$ cat config.mk
export PLATFORM = sky130hd
export DESIGN_NAME = uart_rx_fifo
export DESIGN_NICKNAME = d
export VERILOG_FILES = /design/src/rtl/uart_rx_fifo.sv
export SDC_FILE = /design/constraint.sdc
export NUM_CORES = 1
export LEC_CHECK = 0
export CAP_MARGIN = 5
export CORE_UTILIZATION = 60
export DETAILED_ROUTE_END_ITERATION = 7
export PLACE_DENSITY = 0.86
export SYNTH_ARGS = -nofsm -noshare
export SYNTH_HDL_FRONTEND = slang
export SYNTH_SLANG_ARGS = --single-unit
$ cat constraint.sdc
create_clock -name clk_i -period 3.87 [get_ports clk_i]
set_clock_uncertainty 0.05 [all_clocks]
set_input_delay 1.161 -clock clk_i [delete_from_list [all_inputs] [get_ports clk_i]]
set_output_delay 1.161 -clock clk_i [all_outputs]
set_load 0.02 [all_outputs]
$ cat src/rtl/uart_rx_fifo.sv
// Oversampling UART receiver with majority vote, break handling and output FIFO.
// Define UART_RX_PARITY_EN to add a parity bit between data and stop.
module uart_rx_fifo #(
  parameter int CLK_HZ     = 50_000_000,
  parameter int BAUD       = 31250,
  parameter int DATA_BITS  = 8,
  parameter int FIFO_DEPTH = 4,
  parameter int PARITY_ODD = 0
) (
  input  logic                          clk_i,
  input  logic                          rst_i,
  input  logic                          rx_i,
  output logic [DATA_BITS-1:0]          data_o,
  output logic                          ferr_o,
  output logic                          perr_o,
  output logic                          valid_o,
  input  logic                          ready_i,
  output logic [$clog2(FIFO_DEPTH):0]   level_o,
  output logic                          overrun_o,
  input  logic                          clr_i,
  output logic                          busy_o
);

  localparam int CPB  = CLK_HZ / BAUD;
  localparam int HALF = CPB / 2;
  localparam int CW   = $clog2(CPB);
  localparam int BW   = $clog2(DATA_BITS);
  localparam int PW   = $clog2(FIFO_DEPTH);
  localparam int LW   = PW + 1;
`ifdef UART_RX_PARITY_EN
  localparam int EW   = DATA_BITS + 2;
`else
  localparam int EW   = DATA_BITS + 1;
`endif

  if (CPB < 8) begin : g_bad_cpb
    $error("uart_rx_fifo: CLK_HZ/BAUD must be >= 8");
  end
  if (DATA_BITS < 5 || DATA_BITS > 9) begin : g_bad_db
    $error("uart_rx_fifo: DATA_BITS must be 5..9");
  end
  if (FIFO_DEPTH < 2 || (FIFO_DEPTH & (FIFO_DEPTH - 1)) != 0) begin : g_bad_depth
    $error("uart_rx_fifo: FIFO_DEPTH must be a power of two >= 2");
  end
  if (PARITY_ODD != 0 && PARITY_ODD != 1) begin : g_bad_odd
    $error("uart_rx_fifo: PARITY_ODD must be 0 or 1");
  end

  typedef enum logic [2:0] {
    S_IDLE,
    S_START,
    S_DATA,
`ifdef UART_RX_PARITY_EN
    S_PARITY,
`endif
    S_STOP,
    S_BREAK
  } state_e;

  state_e                state_q, state_d;
  logic                  rx_meta_q, rxs_q;
  logic [CW-1:0]         cyc_q, cyc_d;
  logic [BW-1:0]         bit_q, bit_d;
  logic [DATA_BITS-1:0]  shift_q, shift_d;
  logic                  s0_q, s0_d, s1_q, s1_d;
  logic                  vote, at_s0, at_s1, at_mid, at_end;
  logic                  push, push_ferr;
  logic [EW-1:0]         din;

  logic [EW-1:0]         mem_q [FIFO_DEPTH];
  logic [EW-1:0]         mem_d [FIFO_DEPTH];
  logic [EW-1:0]         head_q, head_d;
  logic [PW-1:0]         wr_ptr_q, wr_ptr_d;
  logic [PW-1:0]         rd_ptr_q, rd_ptr_d, rd_nxt;
  logic [LW-1:0]         count_q, count_d;
  logic                  overrun_q, overrun_d;
  logic                  do_push, do_pop, full;

`ifdef UART_RX_PARITY_EN
  logic                  perr_q, perr_d;
`endif

  assign at_s0  = (cyc_q == CW'(HALF - 1));
  assign at_s1  = (cyc_q == CW'(HALF));
  assign at_mid = (cyc_q == CW'(HALF + 1));
  assign at_end = (cyc_q == CW'(CPB - 1));
  assign vote   = (s0_q & s1_q) | (s0_q & rxs_q) | (s1_q & rxs_q);

  always_comb begin
    state_d   = state_q;
    cyc_d     = cyc_q;
    bit_d     = bit_q;
    shift_d   = shift_q;
    s0_d      = s0_q;
    s1_d      = s1_q;
    push      = 1'b0;
    push_ferr = 1'b0;
`ifdef UART_RX_PARITY_EN
    perr_d    = perr_q;
`endif
    if (state_q != S_IDLE && state_q != S_BREAK) begin
      cyc_d = at_end ? '0 : cyc_q + 1'b1;
      if (at_s0) s0_d = rxs_q;
      if (at_s1) s1_d = rxs_q;
    end
    unique case (state_q)
      S_IDLE: begin
        if (!rxs_q) begin
          state_d = S_START;
          cyc_d   = '0;
          bit_d   = '0;
`ifdef UART_RX_PARITY_EN
          perr_d  = 1'b0;
`endif
        end
      end
      S_START: begin
        if (at_mid && vote) state_d = S_IDLE;
        else if (at_end)    state_d = S_DATA;
      end
      S_DATA: begin
        if (at_mid) shift_d = {vote, shift_q[DATA_BITS-1:1]};
        if (at_end) begin
          bit_d = bit_q + 1'b1;
          if (bit_q == BW'(DATA_BITS - 1)) begin
`ifdef UART_RX_PARITY_EN
            state_d = S_PARITY;
`else
            state_d = S_STOP;
`endif
          end
        end
      end
`ifdef UART_RX_PARITY_EN
      S_PARITY: begin
        if (at_mid) perr_d = vote ^ (^shift_q) ^ PARITY_ODD[0];
        if (at_end) state_d = S_STOP;
      end
`endif
      S_STOP: begin
        // Push at mid-stop so the next start edge has half a bit of slack.
        if (at_mid) begin
          push      = 1'b1;
          push_ferr = ~vote;
          state_d   = vote ? S_IDLE : S_BREAK;
        end
      end
      S_BREAK: begin
        if (rxs_q) state_d = S_IDLE;
      end
      default: state_d = S_IDLE;
    endcase
  end

`ifdef UART_RX_PARITY_EN
  assign din = {perr_q, push_ferr, shift_q};
`else
  assign din = {push_ferr, shift_q};
`endif

  assign full    = (count_q == LW'(FIFO_DEPTH));
  assign do_pop  = valid_o & ready_i;
  assign do_push = push & (~full | do_pop);
  assign rd_nxt  = rd_ptr_q + 1'b1;

  always_comb begin
    mem_d     = mem_q;
    head_d    = head_q;
    wr_ptr_d  = wr_ptr_q;
    rd_ptr_d  = rd_ptr_q;
    count_d   = count_q;
    overrun_d = overrun_q;
    if (do_push) begin
      mem_d[wr_ptr_q] = din;
      wr_ptr_d        = wr_ptr_q + 1'b1;
    end
    if (do_pop) rd_ptr_d = rd_nxt;
    unique case ({do_push, do_pop})
      2'b10:   count_d = count_q + 1'b1;
      2'b01:   count_d = count_q - 1'b1;
      default: count_d = count_q;
    endcase
    // Head register mirrors mem[rd_ptr] so outputs stay flop-driven.
    if (do_pop) begin
      if (count_q > LW'(1)) head_d = mem_q[rd_nxt];
      else if (do_push)     head_d = din;
    end else if (do_push && count_q == '0) begin
      head_d = din;
    end
    if (clr_i)                     overrun_d = 1'b0;
    else if (push && full && !do_pop) overrun_d = 1'b1;
  end

  always_ff @(posedge clk_i) begin
    if (rst_i) begin
      rx_meta_q <= 1'b1;
      rxs_q     <= 1'b1;
      state_q   <= S_IDLE;
      cyc_q     <= '0;
      bit_q     <= '0;
      shift_q   <= '0;
      s0_q      <= 1'b1;
      s1_q      <= 1'b1;
      head_q    <= '0;
      wr_ptr_q  <= '0;
      rd_ptr_q  <= '0;
      count_q   <= '0;
      overrun_q <= 1'b0;
      for (int i = 0; i < FIFO_DEPTH; i++) mem_q[i] <= '0;
`ifdef UART_RX_PARITY_EN
      perr_q    <= 1'b0;
`endif
    end else begin
      rx_meta_q <= rx_i;
      rxs_q     <= rx_meta_q;
      state_q   <= state_d;
      cyc_q     <= cyc_d;
      bit_q     <= bit_d;
      shift_q   <= shift_d;
      s0_q      <= s0_d;
      s1_q      <= s1_d;
      head_q    <= head_d;
      wr_ptr_q  <= wr_ptr_d;
      rd_ptr_q  <= rd_ptr_d;
      count_q   <= count_d;
      overrun_q <= overrun_d;
      mem_q     <= mem_d;
`ifdef UART_RX_PARITY_EN
      perr_q    <= perr_d;
`endif
    end
  end

  assign data_o    = head_q[DATA_BITS-1:0];
  assign ferr_o    = head_q[DATA_BITS];
`ifdef UART_RX_PARITY_EN
  assign perr_o    = head_q[DATA_BITS+1];
`else
  assign perr_o    = 1'b0;
`endif
  assign valid_o   = (count_q != '0);
  assign level_o   = count_q;
  assign overrun_o = overrun_q;
  assign busy_o    = (state_q != S_IDLE);

endmodule

; Word-level counts from Yosys, hierarchy flattened
; Cells that the tools add are included.
[classes]
add_sub_neg = 6
order_cmp = 4
eq_ne = 20
n_mux = 31
n_bitwise = 12
n_reduce_logical = 21
[op_table]
columns = cell, n
row1 = two-way mux 9 bit, 7
row2 = two-way mux 11 bit, 4
row3 = bitwise mux 36 bit, 1
row4 = "== test 11 x 10 -> 1 bit, second input constant", 3
row5 = two-way mux 3 bit, 10
row6 = binary-select mux 9 bit (select 2 bit), 1
row7 = demux 9 bit (select 2 bit), 1
row8 = one-hot mux 3 bit (5 select lines), 1
row9 = one-hot mux 3 bit (2 select lines), 2
row10 = "adder 11 x 1 -> 11 bit, second input constant", 1
row11 = "== test 11 bit, second input constant", 1
row12 = "!= test 2 bit, second input constant", 5
row13 = "== test 3 bit, second input constant", 3
row14 = AND reduction 2 bit, 4
row15 = "adder 3 x 1 -> 3 bit, second input constant", 2
row16 = "== test 3 x 2 -> 1 bit, second input constant", 2
row17 = ">= comparator 3 bit, second input constant", 2
row18 = logical AND 1 bit, 6
row19 = zero test 3 bit, 2
row20 = "!= test 3 bit, second input constant", 2
row21 = NOT 2 -> 3 bit, 2
row22 = AND reduction 6 bit, 1
row23 = nonzero test 2 bit, 3
row24 = nonzero test 3 bit, 2
row25 = other kinds (15), 26
[word_totals]
reg_bits = 82
input_bits = 5
output_inout_bits = 16
word_cells = 111

; Logic depth before layout (Yosys ltp)
; Gate-level depths: netlist of the first run.
[depth]
ltp_word = 9
ltp_mapped = 11
depth_no_buf = 9

; Least setup slack after synthesis of the first run
; OpenSTA, ideal clock, no wires.
[synth_timing]
path_type = input port to flip-flop
startpoint = input port ready_i
endpoint = register head_q[8]
setup_time_ns = 0.140
arrival_ns = 2.765
required_ns = 3.680
setup_slack_ns = 0.914
path_stages = 8
path_buffers = 2
path_cell_list = or2_2 > clkbuf_1 > nand2_1 > ha_1 > a21oi_1 > a211o_1 > clkbuf_1 > a311oi_1
[synth_between]
elab_chain_cells = 6
elab_cells_between_ends = 8
classes_between = 1 x eq/ne / 1 x mux / 3 x bitwise / 3 x reduce/logical
[synth_lines]
columns = element, line
row1 = start: declaration, 17  ; input logic ready_i,
row2 = AND 1 bit *, 162  ; assign do_pop = valid_o & ready_i;
row3 = bitwise OR 1 bit, 163  ; assign do_push = push & (~full | do_pop);
row4 = AND 1 bit, 163
row5 = logical AND 1 bit, 187  ; end else if (do_push && count_q == '0) begin
row6 = nonzero test 2 bit (no source line), -
row7 = AND reduction 2 bit (no source line), -
row8 = end signal: assignment, 204  ; head_q <= '0;
row9 = end signal: assignment, 222  ; head_q <= head_d;
row10 = end: declaration, 72  ; logic [EW-1:0] head_q, head_d;
; Every way passes the cells marked *; elsewhere a longest branch is shown, timed or not.
; A chain may end at the register's enable or synchronous reset.

; Worst setup path in the final report of the first run
; Ends and elaborated chain as after synthesis.

==> flow_metrics.env, run 1 <==
export IMPL_status="finished clean"
export IMPL_synth_top_family_by_area="compound AO/OA/AOI/OAI gates"
export IMPL_initial_core_util_pct=62.2
export IMPL_synth_edf_count=0
export IMPL_drt_total_wl_mm=9.52
export IMPL_synth_compound_area_share_pct=21.5
export IMPL_cp_arrival_ns=3.32
export IMPL_ys_flop_type="dfxtp_1"
export IMPL_report_final_slew_viol_count=0
export IMPL_cp_end_kind="flop"
export IMPL_first_pass_iters=6
export IMPL_cts_tree="done"
export IMPL_setup_tns_final_ns=0
export IMPL_post_dp_cell_area_um2=4370
export IMPL_stdcell_area_um2=4600
export IMPL_grt_use_total_pct=27.1
export IMPL_initialDrtViolationCount=327
export IMPL_syn2layout_area_growth_pct=8.82
export IMPL_fin_crit_sh_pct=81.5
export IMPL_syn_nets=486
export IMPL_cts_root_buffer="clkbuf_8"
export IMPL_numCtsBuffers=9
export IMPL_cp_slowest_cell="clkdlybuf4s50_1"
export IMPL_cp_max_fo=10
export IMPL_diodes=0
export IMPL_worst_pin_slew_ns=1.05
export IMPL_yosys_area_share_simple_pct=18.4
export IMPL_path_cells="clkdlybuf4s50_1 > or2_2 > nand2_1 > ha_1 > a21oi_1 > a211o_1 > a311oi_1"
export IMPL_synth_avg_cell_area_um2=9.06
export IMPL_grt_pass1_wl_mm=16.0
export IMPL_async_flop_share_pct=0
export IMPL_cp_required_ns=4.04
export IMPL_wire_per_inst_um=17.1
export IMPL_num_fill_cells=532
export IMPL_hold_class="flop to flop"
export IMPL_fin_cells=558
export IMPL_final_cell_mix="dfxtp_1 (82), a21oi_1 (53), nand4_1 (38)"
export IMPL_syn_inst=467
export IMPL_utilization_pct=67.7
export IMPL_drc_errors=0
export IMPL_port_buffers=19
export IMPL_synthMuxAreaShare_pct=7.40
export IMPL_power_leakage_nw=1.45
export IMPL_ys_ff_latch=82
export IMPL_dieArea_um2=7390
export IMPL_fin_crit_ns=3.15
export IMPL_peakVddDrop_mv=0.217
export IMPL_antenna_found_initial=0
export IMPL_layout_commonest_cell="dfxtp_1"
export IMPL_io_pin_count=21
export IMPL_synth_seq_area_share_pct=38.8
export IMPL_yosysWarnings=0
export IMPL_drv_cap=0
export IMPL_hold_buffers=0
export IMPL_h_tree_depth=3
export IMPL_critPathKind="input pin to flop"
export IMPL_max_stage_delay_ns=0.58
export IMPL_fin_nets=476
export IMPL_ant_nets=0
export IMPL_critPathBufInv=1
export IMPL_holdWs_ns=0.372
export IMPL_core_um2=6790
export IMPL_gp_congestion=0.814
export IMPL_postCtsSetupBuffers=0
export IMPL_via_per_inst=6.55
export IMPL_cts_resized=0
export IMPL_place_inst=542
export IMPL_place_ws_ns=0.393
export IMPL_path_clk_slew_ns=0.08
export IMPL_cts_sinks=82
export IMPL_drive_gt1_share_pct=8.66
export IMPL_clk_latency_ns=0.36
export IMPL_dp_hpwl_mm=6.24
export IMPL_cp_top_family="compound AO/OA/AOI/OAI gates"
export IMPL_fp_dieH_um=86.0
export IMPL_rows=30
export IMPL_grt_pass1_vias=3396
export IMPL_synth_area_um2=4230
export IMPL_timing_slew_headroom_pct=29.4
export IMPL_rsz0062_at_grt="no"
export IMPL_ys_types=52
export IMPL_hold_viol=0
export IMPL_p_total_mw=1.91
export IMPL_grt_max_degree=69
export IMPL_synth_xor_area_share_pct=3.11
export IMPL_dr_total_vias=3656
export IMPL_synthAdderAreaFrac_pct=4.14
export IMPL_critPathLaunchType="input pin"
export IMPL_fin_ws_ns=0.716
export IMPL_clk_path_buf_depth=2
export IMPL_setup_viol=0
export IMPL_power_density_nw_per_um2=415
export IMPL_gr_total_overflow=0
export IMPL_die_w_um=86.0
export IMPL_timing_fmax_mhz=317
[worst paths after layout]
kind               end       start  cells past startpoint  slack (ns)
max reg2reg  head_q[8]  state_q[1]                      8        0.73
min              rxs_q   rx_meta_q                      1        0.37
max          head_q[8]     ready_i                      7        0.72
min reg2reg      rxs_q   rx_meta_q                      1        0.37
[state kept, by name, indices dropped and copies added, names as in the netlist]
register / cells
rxs_q: 1
wr_ptr_q: 2
rx_meta_q: 1
shift_q: 8
mem_q: 36
head_q: 9
bit_q: 3
overrun_o: 1
rd_ptr_q: 2
s0_q: 1
s1_q: 1
cyc_q: 11
state_q: 3
level_o: 3
[cells by family (layout without fill, tap and decap cells)]
family / Yosys count / after routing
AOI/OAI and AO/OA: 142 / 142
xor gates and xnor gates: 15 / 15
adders and majority gates: 14 / 14
buffers and inverters: 59 / 54
DFF: 82 / 82
muxes: 20 / 20
other: 1 / 1
and+or+nand+nor: 134 / 134
[layer usage]
layer | part of all wire (%) | global-route usage [%] | wire length, µm
met5 | 0 | 0 | 0
met4 | 2.1 | 12.4 | 204
met3 | 5.4 | 3.46 | 512
met2 | 50 | 45.9 | 4720
met1 | 43 | 34.6 | 4080
[final cells by class]
class / count / area, µm² / area share [%]
well taps: 96 / 120 / 2.61
flip-flops and latches: 82 / 1640 / 35.7
inverters: 13 / 48.8 / 1.06
clock buffers: 10 / 138 / 2.99
clock inverters: 6 / 90.1 / 1.96
repair buffers: 25 / 243 / 5.27
multi-input cells: 326 / 2320 / 50.4
[synth_stat cells, drive strengths merged (9+ instances only)]
cell type  number  area (µm²)
mux4            9         203
xor2           11        96.3
a2111oi         9        78.8
a21oi          53         265
inv             9        33.8
ha             14         175
dfxtp          82        1640
a211oi         10        75.1
nor4            9        62.6
nand2          11        41.3
clkbuf         33         125
nor2           18        67.6
o21ai          18        90.1
buf            13         104
mux2i          11         110
nand4          38         238
o31ai          34         255
nand3          16        80.1
[where the power goes]
group / leakage, nW / total, mW / switching (mW) / internal (mW)
sequential: 0.662 / 0.916 / 0.0413 / 0.875
clock: 0.112 / 0.705 / 0.323 / 0.382
combinational: 0.676 / 0.290 / 0.162 / 0.127
No activity file was read; power rests on OpenSTA's default activity.
==> run 2, diff against run 1 <==
==> constraint.sdc (replaced) <==
create_clock -name clk_i -period 3.1 [get_ports clk_i]
set_clock_uncertainty 0.05 [all_clocks]
set_input_delay 0.93 -clock clk_i [delete_from_list [all_inputs] [get_ports clk_i]]
set_output_delay 0.93 -clock clk_i [all_outputs]
set_load 0.02 [all_outputs]
==> run 2 against run 1 <==
  * Worst hold slack got worse by 0.0055 ns
  * Flip-flop and latch count unchanged
  * Total power increased by 20%
  * Non-clock buffer count increased by 5
==> flow_metrics.env, run 2 (synthesis results as in run 1) <==
export IMPL_timing_slew_headroom_pct=31.1
export IMPL_drc_errors=0
export IMPL_ant_nets=0
export IMPL_max_stage_delay_ns=0.62
export IMPL_grt_max_degree=67
export IMPL_cp_required_ns=2.12
export IMPL_rsz0062_at_grt="no"
export IMPL_port_buffers=19
export IMPL_fin_nets=481
export IMPL_grt_pass1_vias=3517
export IMPL_layout_commonest_cell="dfxtp_1"
export IMPL_setup_viol=0
export IMPL_num_fill_cells=526
export IMPL_report_final_slew_viol_count=0
export IMPL_cts_sinks=82
export IMPL_hold_class="flop to flop"
export IMPL_wire_per_inst_um=17.1
export IMPL_largestRegisters="mem_q x36, cyc_q x11, head_q x9"
export IMPL_power_leakage_nw=1.45
export IMPL_drive_gt1_share_pct=9.68
export IMPL_path_cells="inv_1 > ha_1 > nand2b_1 > clkdlybuf4s50_1"
export IMPL_h_tree_depth=3
export IMPL_core_um2=6790
export IMPL_hold_buffers=0
export IMPL_initial_core_util_pct=62.2
export IMPL_antenna_found_initial=0
export IMPL_cts_tree="done"
export IMPL_via_per_inst=6.53
export IMPL_largest_reg_flops=36
export IMPL_dieArea_um2=7390
export IMPL_multi_input_area_um2=2330
export IMPL_gp_congestion=0.815
export IMPL_syn2layout_area_growth_pct=8.73
export IMPL_drv_cap=0
export IMPL_register_area_um2=1640
export IMPL_power_density_nw_per_um2=500
export IMPL_place_inst=547
export IMPL_fin_crit_ns=2.93
export IMPL_fin_crit_sh_pct=94.6
export IMPL_dr_total_vias=3665
export IMPL_first_pass_iters=5
export IMPL_hold_viol=0
export IMPL_cp_arrival_ns=1.95
export IMPL_grt_use_total_pct=27.6
export IMPL_clk_latency_ns=0.36
export IMPL_cp_max_fo=6
export IMPL_clk_path_buf_depth=2
export IMPL_top_register="mem_q"
export IMPL_fin_cells=561
export IMPL_status="finished clean"
export IMPL_critPathLaunchType="flop"
export IMPL_critPathKind="flop to primary output"
export IMPL_dp_hpwl_mm=6.32
export IMPL_fp_dieH_um=86.0
export IMPL_cp_slowest_cell="clkdlybuf4s50_1"
export IMPL_timing_fmax_mhz=341
export IMPL_initialDrtViolationCount=486
export IMPL_cp_top_family="buffers and inverters"
export IMPL_critPathBufInv=2
export IMPL_final_cell_mix="dfxtp_1 (82), a21oi_1 (51), nand4_1 (38)"
export IMPL_cp_end_kind="primary output"
export IMPL_io_pin_count=21
export IMPL_die_w_um=86.0
export IMPL_drt_total_wl_mm=9.57
export IMPL_cts_root_buffer="clkbuf_8"
export IMPL_rows=30
export IMPL_grt_pass1_wl_mm=16.3
export IMPL_gr_total_overflow=0
export IMPL_utilization_pct=67.7
export IMPL_path_clk_slew_ns=0.08
export IMPL_numCtsBuffers=9
export IMPL_diodes=0
export IMPL_worst_pin_slew_ns=1.03
export IMPL_peakVddDrop_mv=0.305
[run 2: cell type report]
cell class | count | share of cell area [%]
clock buffers | 10 | 2.99
clock inverters | 4 | 1.17
inverters | 13 | 1.06
multi-input cells | 326 | 50.6
flip-flops and latches | 82 | 35.7
well taps | 96 | 2.61
repair buffers | 30 | 5.82
[run 2: per-layer routing]
layer	up-vias	track usage (%)	routed length (µm)
met2	127	46.4	4820
met1	1753	33.9	4050
met3	17	3.75	482
met4	0	15.8	217
li1	1768	-	-
met5	-	0	0
[run 2: through the flow]
stage	area, µm²	setup TNS, ns	setup WS (ns)	power, mW	hold WS [ns]
after floorplan	4230	0	0.256	1.40	0.339
after global placement	4400	0	0.0800	1.51	0.346
after detailed placement	4400	-0.272	-0.0402	1.54	0.351
after CTS	4590	0	0.181	2.30	0.372
after global routing	4600	0	0.0128	2.39	0.400
final	4600	0	0.168	2.30	0.367
[run 2: path summary, 6_finish.rpt]
path                                 start         to  slack, ns  cells past startpoint
worst min register to register   rx_meta_q      rxs_q       0.37                      1
worst max-delay path            level_o[0]    valid_o       0.17                      4
worst min-delay path             rx_meta_q      rxs_q       0.37                      1
worst max register to register    cyc_q[0]  head_q[5]       0.36                      9
[run 2: what timing repair did]
| item | 4_1_cts | 5_1_grt |
|---|---|---|
| gates resized for setup | 0 | 2 |
| buffers inserted | 0 | 0 |
| setup endpoints to repair | 0 | 9 |
[run 2: power by group]
part	leakage [nW]	internal [mW]	switching [mW]
clock network	0.0904	0.386	0.393
registers	0.662	1.09	0.0447
logic	0.698	0.166	0.216
==> run 3, diff against run 2 <==
--- a/config.mk
+++ b/config.mk
@@ -5,10 +5,12 @@
 export SDC_FILE = /design/constraint.sdc
 export NUM_CORES = 1
 export LEC_CHECK = 0
+export ABC_AREA = 1
 export CAP_MARGIN = 5
-export CORE_UTILIZATION = 60
+export CORE_UTILIZATION = 61
+export CTS_BUF_LIST = sky130_fd_sc_hd__clkbuf_8
 export DETAILED_ROUTE_END_ITERATION = 7
-export PLACE_DENSITY = 0.86
+export PLACE_DENSITY = 0.88
 export SYNTH_ARGS = -nofsm -noshare
 export SYNTH_HDL_FRONTEND = slang
 export SYNTH_SLANG_ARGS = --single-unit
==> run 3 against run 2 <==
  * Global-route usage fell by 0.93 points
  * Non-clock buffer count fell by 8
  * Cell count rose by 20%
  * Clock power fell by 9.4%
  * Design area fell by 3.8%
  * First-iteration DRC count fell by 24%
  * Critical path type unchanged
  * Highest routed layer unchanged
  * Die area fell by 6.5%
  * Critical path depth did not move
==> flow_metrics.env, run 3 <==
export IMPL_switching_share_pct=33.6
export IMPL_async_flop_share_pct=0
export IMPL_fin_nets=609
export IMPL_hold_class="flop to flop"
export IMPL_cp_top_family="buffers and inverters"
export IMPL_synth_top_family_by_area="simple AND/OR/NAND/NOR gates"
export IMPL_wl_met2_mm=4.06
export IMPL_critPathKind="flop to primary output"
export IMPL_wire_per_inst_um=12.9
export IMPL_ys_types=35
export IMPL_die_w_um=83.1
export IMPL_cts_tree="done"
export IMPL_hold_viol=0
export IMPL_cts_resized=0
export IMPL_cp_arrival_ns=1.81
export IMPL_synth_compound_area_share_pct=15.7
export IMPL_syn_nets=591
export IMPL_setup_viol=0
export IMPL_dp_hpwl_mm=5.94
export IMPL_fp_dieH_um=83.1
export IMPL_place_ws_ns=0.117
export IMPL_drv_cap=0
export IMPL_power_internal_mw=1.59
export IMPL_power_switching_uw=803
export IMPL_via_per_inst=5.42
export IMPL_path_cells="inv_1 > ha_1 > nand2_1 > clkdlybuf4s50_1"
export IMPL_first_pass_iters=5
export IMPL_clk_path_buf_depth=2
export IMPL_final_cell_mix="nand2_1 (107), nor2_1 (103), dfxtp_1 (82)"
export IMPL_critPathLaunchType="flop"
export IMPL_rsz0062_at_grt="no"
export IMPL_gp_congestion=0.827
export IMPL_critPathBufInv=2
export IMPL_drt_total_wl_mm=8.67
export IMPL_synth_top_area_share_pct=40.9
export IMPL_cts_root_buffer="clkbuf_8"
export IMPL_ant_nets=0
export IMPL_dr_total_vias=3640
export IMPL_max_stage_delay_ns=0.61
export IMPL_core_um2=6350
export IMPL_drc_errors=0
export IMPL_grt_pass1_wl_mm=15.1
export IMPL_timing_slew_headroom_pct=56.8
export IMPL_antenna_found_initial=0
export IMPL_largest_reg_flops=36
export IMPL_postCtsSetupBuffers=0
export IMPL_numCtsBuffers=9
export IMPL_syn_inst=572
export IMPL_synth_common_cells="nand2_1 (107), nor2_1 (103), dfxtp_1 (82)"
export IMPL_cts_sinks=82
export IMPL_synth_most_common_cell="nand2_1"
export IMPL_cp_end_kind="primary output"
export IMPL_timing_fmax_mhz=358
export IMPL_ys_ff_latch=82
export IMPL_gr_total_overflow=0
export IMPL_cp_slowest_cell="clkdlybuf4s50_1"
export IMPL_path_clk_slew_ns=0.08
export IMPL_power_frac_seq_pct=48.7
export IMPL_p_clk_share_pct=29.5
export IMPL_stdcell_area_um2=4420
export IMPL_initialDrtViolationCount=369
export IMPL_synth_xor_area_share_pct=0.654
export IMPL_wl_met3_um=591
export IMPL_holdWs_ns=0.369
export IMPL_synthAdderAreaFrac_pct=4.36
export IMPL_fin_crit_sh_pct=90.1
export IMPL_dieArea_um2=6910
export IMPL_wirelength_met1_mm=3.85
export IMPL_rows=29
export IMPL_fin_crit_ns=2.79
export IMPL_peakVddDrop_mv=0.368
export IMPL_cp_required_ns=2.12
export IMPL_synth_area_leader_cell="dfxtp_1"
export IMPL_layout_commonest_cell="nand2_1"
export IMPL_worst_pin_slew_ns=0.647
export IMPL_synth_avg_cell_area_um2=7.02
export IMPL_hold_buffers=0
export IMPL_h_tree_depth=3
export IMPL_cp_max_fo=5
export IMPL_synth_seq_area_share_pct=40.9
export IMPL_syn2layout_area_growth_pct=10.2
export IMPL_initial_core_util_pct=63.2
export IMPL_ys_top_cells_by_area="dfxtp_1 (41%), nand2_1 (10%), nor2_1 (9.6%)"
export IMPL_grt_use_total_pct=26.6
export IMPL_synthMuxAreaShare_pct=0
export IMPL_diodes=0
export IMPL_clk_latency_ns=0.36
export IMPL_fin_ws_ns=0.305
export IMPL_setup_tns_final_ns=0
export IMPL_top_layer="met4"
export IMPL_grt_max_degree=62
export IMPL_yosys_area_share_simple_pct=29.5
export IMPL_synth_edf_count=0
export IMPL_comb_power_share_pct=21.8
export IMPL_report_final_slew_viol_count=0
export IMPL_ys_flop_type="dfxtp_1"
export IMPL_io_pin_count=21
export IMPL_post_dp_cell_area_um2=4250
export IMPL_grt_pass1_vias=3361
export IMPL_synth_area_um2=4020
export IMPL_power_leakage_nw=2.02
export IMPL_yosysWarnings=0
export IMPL_top_register="mem_q"
export IMPL_port_buffers=19
export IMPL_p_total_mw=2.39
export IMPL_status="finished clean"
export IMPL_drive_gt1_share_pct=7.06
export IMPL_power_density_nw_per_um2=541
export IMPL_largestRegisters="mem_q x36, cyc_q x11, head_q x9"
-- run 3: cell count changes in the layout (fill, tap and decap cells not counted), moves of 11 or more --
cell,change
inv_1,+57
o31ai_1,-34
nand4_1,-36
nand2_1,+96
o21ai_0,+43
nor2_1,+86
mux2i_1,-11
-- run 3: final timing paths --
kind	endpoint	from	depth (start not counted)	slack, ns
worst max-delay path	valid_o	level_o[0]	4	0.31
worst min-delay path	rxs_q	rx_meta_q	1	0.37
worst max register to register	head_q[8]	cyc_q[1]	13	0.53
worst min register to register	rxs_q	rx_meta_q	1	0.37
-- run 3: power by group through the flow --
stage                     Clock, mW  Sequential [mW]  Combinational (mW)
after floorplan                   0             1.20               0.358
after detailed placement          0             1.19               0.518
after global placement            0             1.19               0.500
after CTS                     0.710             1.16               0.522
after global routing          0.761             1.18               0.588
final                         0.706             1.17               0.521
-- run 3: layer usage --
metal	up-vias	GRT usage (%)
met5	-	0
met4	0	11.8
met3	22	5.47
met2	121	42.1
met1	1640	35.2
li1	1857	-
-- run 3: final cells by class --
cell class / count / area [µm²]
Multi-Input combinational cell: 403 / 2020
Fill cell: 499 / 1930
Sequential cell: 82 / 1640
Inverter: 72 / 273
Timing Repair Buffer: 22 / 213
Clock buffer: 9 / 124
Tap cell: 77 / 96.3
Clock inverter: 7 / 52.6
-- run 3: cells by family after synthesis --
kind of cell / count (synthesis)
AOI/OAI and AO/OA: 124
xor gates and xnor gates: 3
adders and majority gates: 14
buffers and inverters: 87
DFF: 82
other: 1
and+or+nand+nor: 261
-- run 3: through the flow --
step | std cells | util, %
floorplan | 572 | -
global placement | 656 | 66.9
detailed placement | 656 | 66.9
CTS | 672 | 69.7
global route | 672 | 69.7
finish | 672 | 69.7
